File: config.mk
export PLATFORM = sky130hd
export DESIGN_NAME = ode_param_bank
export DESIGN_NICKNAME = d
export VERILOG_FILES = /design/src/rtl/ode_param_bank.sv
export SDC_FILE = /design/constraint.sdc
export NUM_CORES = 1
export LEC_CHECK = 0
export CORE_MARGIN = 8
export CORE_UTILIZATION = 52
export CTS_BUF_LIST = sky130_fd_sc_hd__clkbuf_4 sky130_fd_sc_hd__clkbuf_8
export DETAILED_ROUTE_END_ITERATION = 10
export PLACE_DENSITY = 0.89
export SETUP_SLACK_MARGIN = 0.15
export SLEW_MARGIN = 15
export SYNTH_ARGS = -nofsm -noshare
export SYNTH_HDL_FRONTEND = slang
export SYNTH_SLANG_ARGS = --single-unit
File: constraint.sdc
create_clock -name clk_clk -period 3.6 [get_ports clk_clk]
set_input_delay 0.36 -clock clk_clk [delete_from_list [all_inputs] [get_ports clk_clk]]
set_output_delay 0.36 -clock clk_clk [all_outputs]
set_load 0.005 [all_outputs]
File: src/rtl/ode_param_bank.sv
// Double-buffered ODE parameter bank: Avalon-MM shadows committed at step boundaries, step-strobe divider, timed solver reset.
// Read data returns one cycle after avs_read; the slave never stalls (no waitrequest).
module ode_param_bank #(
    parameter int NUM_CH    = 4,
    parameter int DATA_W    = 18,
    parameter int ADDR_W    = 3,
    parameter int RATE_INIT = 0,
    parameter int RST_CYC   = 4
) (
    input  logic                       clk_clk,
    input  logic                       reset_reset,
    input  logic [ADDR_W-1:0]          avs_address,
    input  logic                       avs_write,
    input  logic [31:0]                avs_writedata,
    input  logic                       avs_read,
    output logic [31:0]                avs_readdata,
    output logic                       avs_readdatavalid,
    output logic [NUM_CH*DATA_W-1:0]   ch_data,
    output logic                       solver_clk_en,
    output logic                       solver_rst,
    output logic                       running
);

    localparam logic [ADDR_W-1:0] A_CTRL = ADDR_W'(NUM_CH);
    localparam logic [ADDR_W-1:0] A_RATE = ADDR_W'(NUM_CH + 1);
    localparam logic [ADDR_W-1:0] A_STAT = ADDR_W'(NUM_CH + 2);
    localparam logic [ADDR_W-1:0] A_STEP = ADDR_W'(NUM_CH + 3);
    localparam int                RC_W   = $clog2(RST_CYC + 1);

    typedef enum logic [1:0] {
        S_IDLE = 2'd0,
        S_SRST = 2'd1,
        S_RUN  = 2'd2
    } state_t;

    state_t              r_state;
    state_t              w_state_nxt;
    logic [RC_W-1:0]     r_rst_cnt;
    logic [15:0]         r_cnt;
    logic [15:0]         r_rate;
    logic [31:0]         r_step;
    logic                r_pending;
    logic [31:0]         r_rdata;
    logic                r_rvld;
    logic [DATA_W-1:0]   r_shadow [NUM_CH];
    logic [DATA_W-1:0]   r_active [NUM_CH];

    logic                w_wr_ctrl;
    logic                w_wr_rate;
    logic                w_commit;
    logic                w_srst_req;
    logic                w_run;
    logic                w_stop;
    logic                w_strobe;
    logic                w_srst_entry;
    logic                w_copy;
    logic [31:0]         w_rd_mux;
    logic                w_unused_wdata;

    assign w_wr_ctrl  = avs_write && (avs_address == A_CTRL);
    assign w_wr_rate  = avs_write && (avs_address == A_RATE);
    assign w_commit   = w_wr_ctrl && avs_writedata[0];
    assign w_srst_req = w_wr_ctrl && avs_writedata[1];
    assign w_run      = w_wr_ctrl && avs_writedata[2];
    assign w_stop     = w_wr_ctrl && avs_writedata[3];

    // Upper writedata bits beyond the widest register are intentionally dropped.
    assign w_unused_wdata = ^avs_writedata;

    always_ff @(posedge clk_clk) begin
        if (reset_reset) begin
            r_state <= S_IDLE;
        end else begin
            r_state <= w_state_nxt;
        end
    end

    // SRST_REQ outranks STOP/RUN; the reset window ignores all control pulses.
    always_comb begin
        w_state_nxt  = r_state;
        w_strobe     = 1'b0;
        w_srst_entry = 1'b0;
        case (r_state)
            S_IDLE: begin
                if (w_srst_req) begin
                    w_state_nxt  = S_SRST;
                    w_srst_entry = 1'b1;
                end else if (w_run) begin
                    w_state_nxt = S_RUN;
                end
            end
            S_SRST: begin
                if (r_rst_cnt == RC_W'(1)) begin
                    w_state_nxt = S_IDLE;
                end
            end
            S_RUN: begin
                w_strobe = (r_cnt >= r_rate);
                if (w_srst_req) begin
                    w_state_nxt  = S_SRST;
                    w_srst_entry = 1'b1;
                end else if (w_stop) begin
                    w_state_nxt = S_IDLE;
                end
            end
            default: begin
                w_state_nxt = S_IDLE;
            end
        endcase
    end

    // Outside RUN a pending commit lands at once; inside RUN only on a step strobe.
    assign w_copy = r_pending && ((r_state != S_RUN) || w_strobe);

    always_comb begin
        w_rd_mux = 32'd0;
        for (int i = 0; i < NUM_CH; i++) begin
            if (avs_address == ADDR_W'(i)) begin
                w_rd_mux = 32'($signed(r_shadow[i]));
            end
        end
        if (avs_address == A_RATE) begin
            w_rd_mux = {16'd0, r_rate};
        end else if (avs_address == A_STAT) begin
            w_rd_mux = {29'd0, solver_rst, running, r_pending};
        end else if (avs_address == A_STEP) begin
            w_rd_mux = r_step;
        end
    end

    always_ff @(posedge clk_clk) begin
        if (reset_reset) begin
            r_rst_cnt <= '0;
            r_cnt     <= 16'd0;
            r_rate    <= 16'(RATE_INIT);
            r_step    <= 32'd0;
            r_pending <= 1'b0;
            r_rdata   <= 32'd0;
            r_rvld    <= 1'b0;
            for (int i = 0; i < NUM_CH; i++) begin
                r_shadow[i] <= '0;
                r_active[i] <= '0;
            end
        end else begin
            if (w_srst_entry) begin
                r_rst_cnt <= RC_W'(RST_CYC);
            end else if (r_state == S_SRST) begin
                r_rst_cnt <= r_rst_cnt - RC_W'(1);
            end

            if ((r_state == S_RUN) && (w_state_nxt == S_RUN) && !w_strobe) begin
                r_cnt <= r_cnt + 16'd1;
            end else begin
                r_cnt <= 16'd0;
            end

            if (w_srst_entry) begin
                r_step <= 32'd0;
            end else if (w_strobe) begin
                r_step <= r_step + 32'd1;
            end

            if (w_wr_rate) begin
                r_rate <= avs_writedata[15:0];
            end

            // A COMMIT arriving while one is outstanding merges into the same copy.
            r_pending <= w_copy ? 1'b0 : (r_pending || w_commit);

            for (int i = 0; i < NUM_CH; i++) begin
                if (w_copy) begin
                    r_active[i] <= r_shadow[i];
                end
                if (avs_write && (avs_address == ADDR_W'(i))) begin
                    r_shadow[i] <= avs_writedata[DATA_W-1:0];
                end
            end

            r_rvld <= avs_read;
            if (avs_read) begin
                r_rdata <= w_rd_mux;
            end
        end
    end

    assign avs_readdata      = r_rdata;
    assign avs_readdatavalid = r_rvld;
    assign solver_clk_en     = w_strobe;
    assign solver_rst        = (r_state == S_SRST);
    assign running           = (r_state == S_RUN);

    for (genvar g = 0; g < NUM_CH; g++) begin : g_ch
        assign ch_data[g*DATA_W +: DATA_W] = r_active[g];
    end

endmodule

==> flow_summary.json <==
{
  "outcome": "complete, no violations",
  "power.density_cell_area_mw_per_mm2": 444,
  "maxSlewViolCount": 0,
  "worstPathMaxFanout": 4,
  "clock_power_share_pct": 40.3,
  "worst-endpoint-arrival_ns": 2.78,
  "drv_cap": 0,
  "final_layout_size_suffix_gt1_share_pct": 8.84,
  "cellLeakagePower_nw": 4.94,
  "yosys_warnings": 0,
  "reg2reg_depth": 9,
  "grt_setup_unrepaired": "no",
  "finalWirelength_mm": 27.3,
  "dominant_combinational_cell_family_by_area_after_synthesis": "simple AND/OR/NAND/NOR gates",
  "grt_antenna_before_repair": 2,
  "grt_residual_overflow": 0,
  "die_area_mm2": 0.0269,
  "utilization_pct": 63.4,
  "dieHeight_um": 164,
  "syn2layout_area_growth_pct": 20.8,
  "async_flop_share_pct": 0,
  "post_cts_hold_buffer_count": 0,
  "hold_violations": 0,
  "total_global_route_track_usage_pct": 19.9,
  "vdd_ir_drop_max_mv": 0.209,
  "maxClockFrequency_mhz": 319,
  "worstMarginPinSlew_ns": 1.12,
  "synth.distinct_cells": 53,
  "critical_path.endpoint_type": "output port",
  "htree_num_levels": 2,
  "crit-reg2reg-launch": "r_cnt[0]",
  "grt_pass1_vias": 8128,
  "finalNetCount": 1218,
  "synth_compound_gate_area_share_pct": 8.52,
  "post-route-period-util_pct": 87.2,
  "synthFlopType": "edfxtp_1",
  "clock-root-buffer": "clkbuf_8",
  "global_route_wire_length_before_repair_mm": 42.9,
  "p_int_mw": 4.71,
  "tritoncts_clock_tree": "built",
  "synth_xor_xnor_area_share_pct": 1.23,
  "num-fill-cells": 1562,
  "drt-wirelength-per-cell_um": 18.6,
  "ys_seq_elements": 247,
  "cts_buffers": 38,
  "share_seq_of_total_power_pct": 51.7,
  "clock_tree.buffer_depth": 3,
  "synthesis.instances": 1030,
  "clock_edge_transition_at_the_registers_on_the_reported_setup_and_hold_paths_ns": 0.07,
  "timing.final.ws_setup_ns": 0.462,
  "timing.hold.worst_endpoint": "avs_readdata[1]",
  "remaining_drc_errors": 0,
  "setup_viol_count_final": 0,
  "ant_nets": 0,
  "ioPinCount": 147,
  "hold_start": "reset_reset",
  "detailed_placement_hpwl_mm": 18.8,
  "p_sw_share_pct": 22.7,
  "critical_path.reg2reg.endpoint": "r_active[0][12]",
  "worst_hold_path_type": "input pin to flip-flop",
  "clk_latency_ns": 0.53,
  "postSynthAreaPerCell_um2": 11.1,
  "comb_power_share_pct": 7.9,
  "clock_skew_ns": 0.00877,
  "grt_start_max_net_pins": 73,
  "share_of_synthesized_cell_area_in_and_or_nand_and_nor_gates_pct": 21.0,
  "critical_path.startpoint_type": "flip-flop",
  "min_delay_path_depth": 2,
  "syn-cell-area_mm2": 0.0114,
  "die-width_um": 164,
  "worstSetupPathType": "flip-flop to output port",
  "avgViaCountPerCell": 5.72,
  "synth_enable_flop_cells": 144,
  "globalplace.congestion": 0.827,
  "crit_required_ns": 3.24,
  "cts_resized": 0,
  "adder_cell_share_of_the_synthesized_area_pct": 2.20,
  "port_buffers": 132,
  "r2r_setup_slack_ns": 0.87,
  "floorplan.initialDensity_pct": 52.5,
  "seq_area_frac_synth_pct": 56.1,
  "final.min_clock_period_ns": 3.14,
  "switching_power_mw": 1.39,
  "worst_slew_margin_rel_pct": 25.3,
  "drt_iter0_drc": 704,
  "cts_sinks": 247,
  "totalNegativeSetupSlack_ns": 0,
  "core_mm2": 0.0217,
  "rows": 54,
  "synth.net_count": 1089,
  "detailedPlace.worstSlack_ns": 0.804,
  "post-cts-setup-buffers": 0,
  "post_synth_mux_area_share_pct": 7.68,
  "dr_total_vias": 8405,
  "dr.pass1.iters": 5
}
-- how the worst max path moves through the flow --
stage	startpoint	end	cells past startpoint
detailed placement	avs_address[1]	r_step[27]	6
global placement	r_rate[13]	solver_clk_en	7
CTS	r_rate[13]	solver_clk_en	7
floorplan	r_rate[15]	r_active[0][0]	7
global route	r_rate[13]	solver_clk_en	7
finish	r_rate[13]	solver_clk_en	7
-- synth_stat cells, drive strengths merged, types with 3 or more instances --
cell	number	area [µm²]
a211oi	7	52.6
a21o	4	30.0
a21oi	76	380
a22oi	16	120
and2	148	926
and3	8	50.1
and4	5	43.8
buf	23	110
clkbuf	41	163
dfxtp	103	2060
edfxtp	144	4320
ha	20	250
inv	27	101
mux2	3	33.8
mux2i	75	751
mux4	4	90.1
nand2	84	318
nand2b	61	382
nand3	25	130
nand4	23	156
nor2	32	120
nor2b	8	50.1
nor3	24	131
o211ai	29	218
xnor2	9	78.8
xor2	7	61.3
-- cell usage in the layout (no fill, tap or decap), types with 23 or more instances in the layout --
cell	count
clkbuf_8	47
and2_1	148
nand2b_1	61
clkdlybuf4s50_1	129
dfxtp_1	103
o211ai_1	29
edfxtp_1	144
nor3_1	23
nand2_1	83
nor2_1	32
nand3_1	24
inv_1	27
a21oi_1	76
mux2i_1	75
-- cell type report --
type	instances	area [µm²]	share of cell area, %
antenna	1	2.50	0.0182
clock buffer	54	699	5.09
clock inverter	15	118	0.856
inverter	27	101	0.737
multi-input combinational	692	4630	33.6
sequential	247	6390	46.5
tap	280	350	2.55
timing repair buffer	153	1460	10.6
-- registers in the layout (all words and copies together), names as in the netlist, 2 cells and up --
signal,count
avs_readdata,32
r_active,72
r_rst_cnt,3
r_cnt,16
r_shadow,72
r_step,32
r_rate,16
r_state,2
-- worst max-delay path, stage by stage, from the launching register on --
cell and delay (ns):
dfxtp_1 0.36, inv_1 0.06, ha_1 0.32, nand4_2 0.16, nor3_4 0.28, a2bb2oi_2 0.13, a21boi_1 0.34, clkdlybuf4s50_1 0.60
-- power groups by stage --
stage	Clock [mW]	Combinational (mW)	Sequential, mW
global route	2.62	0.518	3.17
CTS	2.49	0.484	3.16
detailed placement	0	0.480	3.22
floorplan	0	0.246	3.20
global placement	0	0.468	3.21
finish	2.46	0.484	3.16
-- routing by layer --
| metal | track usage [%] | part of all wire (%) | up-vias |
|---|---|---|---|
| met2 | 34.6 | 50 | 379 |
| li1 | - | - | 3908 |
| met5 | 0 | 0.048 | - |
| met1 | 24.5 | 39 | 4062 |
| met3 | 3.73 | 8.7 | 54 |
| met4 | 6.82 | 2.4 | 2 |
-- per-stage QoR --
stage	hold slack, ns	instance area, µm²	total power, mW	std cells
final	0.290	13700	6.10	1469
after CTS	0.268	13700	6.13	1468
after global placement	0.454	12900	3.68	1399
after detailed placement	0.458	12900	3.70	1399
after floorplan	0.443	11400	3.45	1030
after global routing	0.309	13700	6.30	1469
-- cells by family after synthesis --
kind of cell,Yosys count
buffers and inverters,91
AND/OR/NAND/NOR,426
multiplexers,82
adder cells (fa/ha/maj),20
flip-flops,247
XOR/XNOR,16
AO/OA/AOI/OAI,148
No activity file was read; power rests on OpenSTA's default activity.
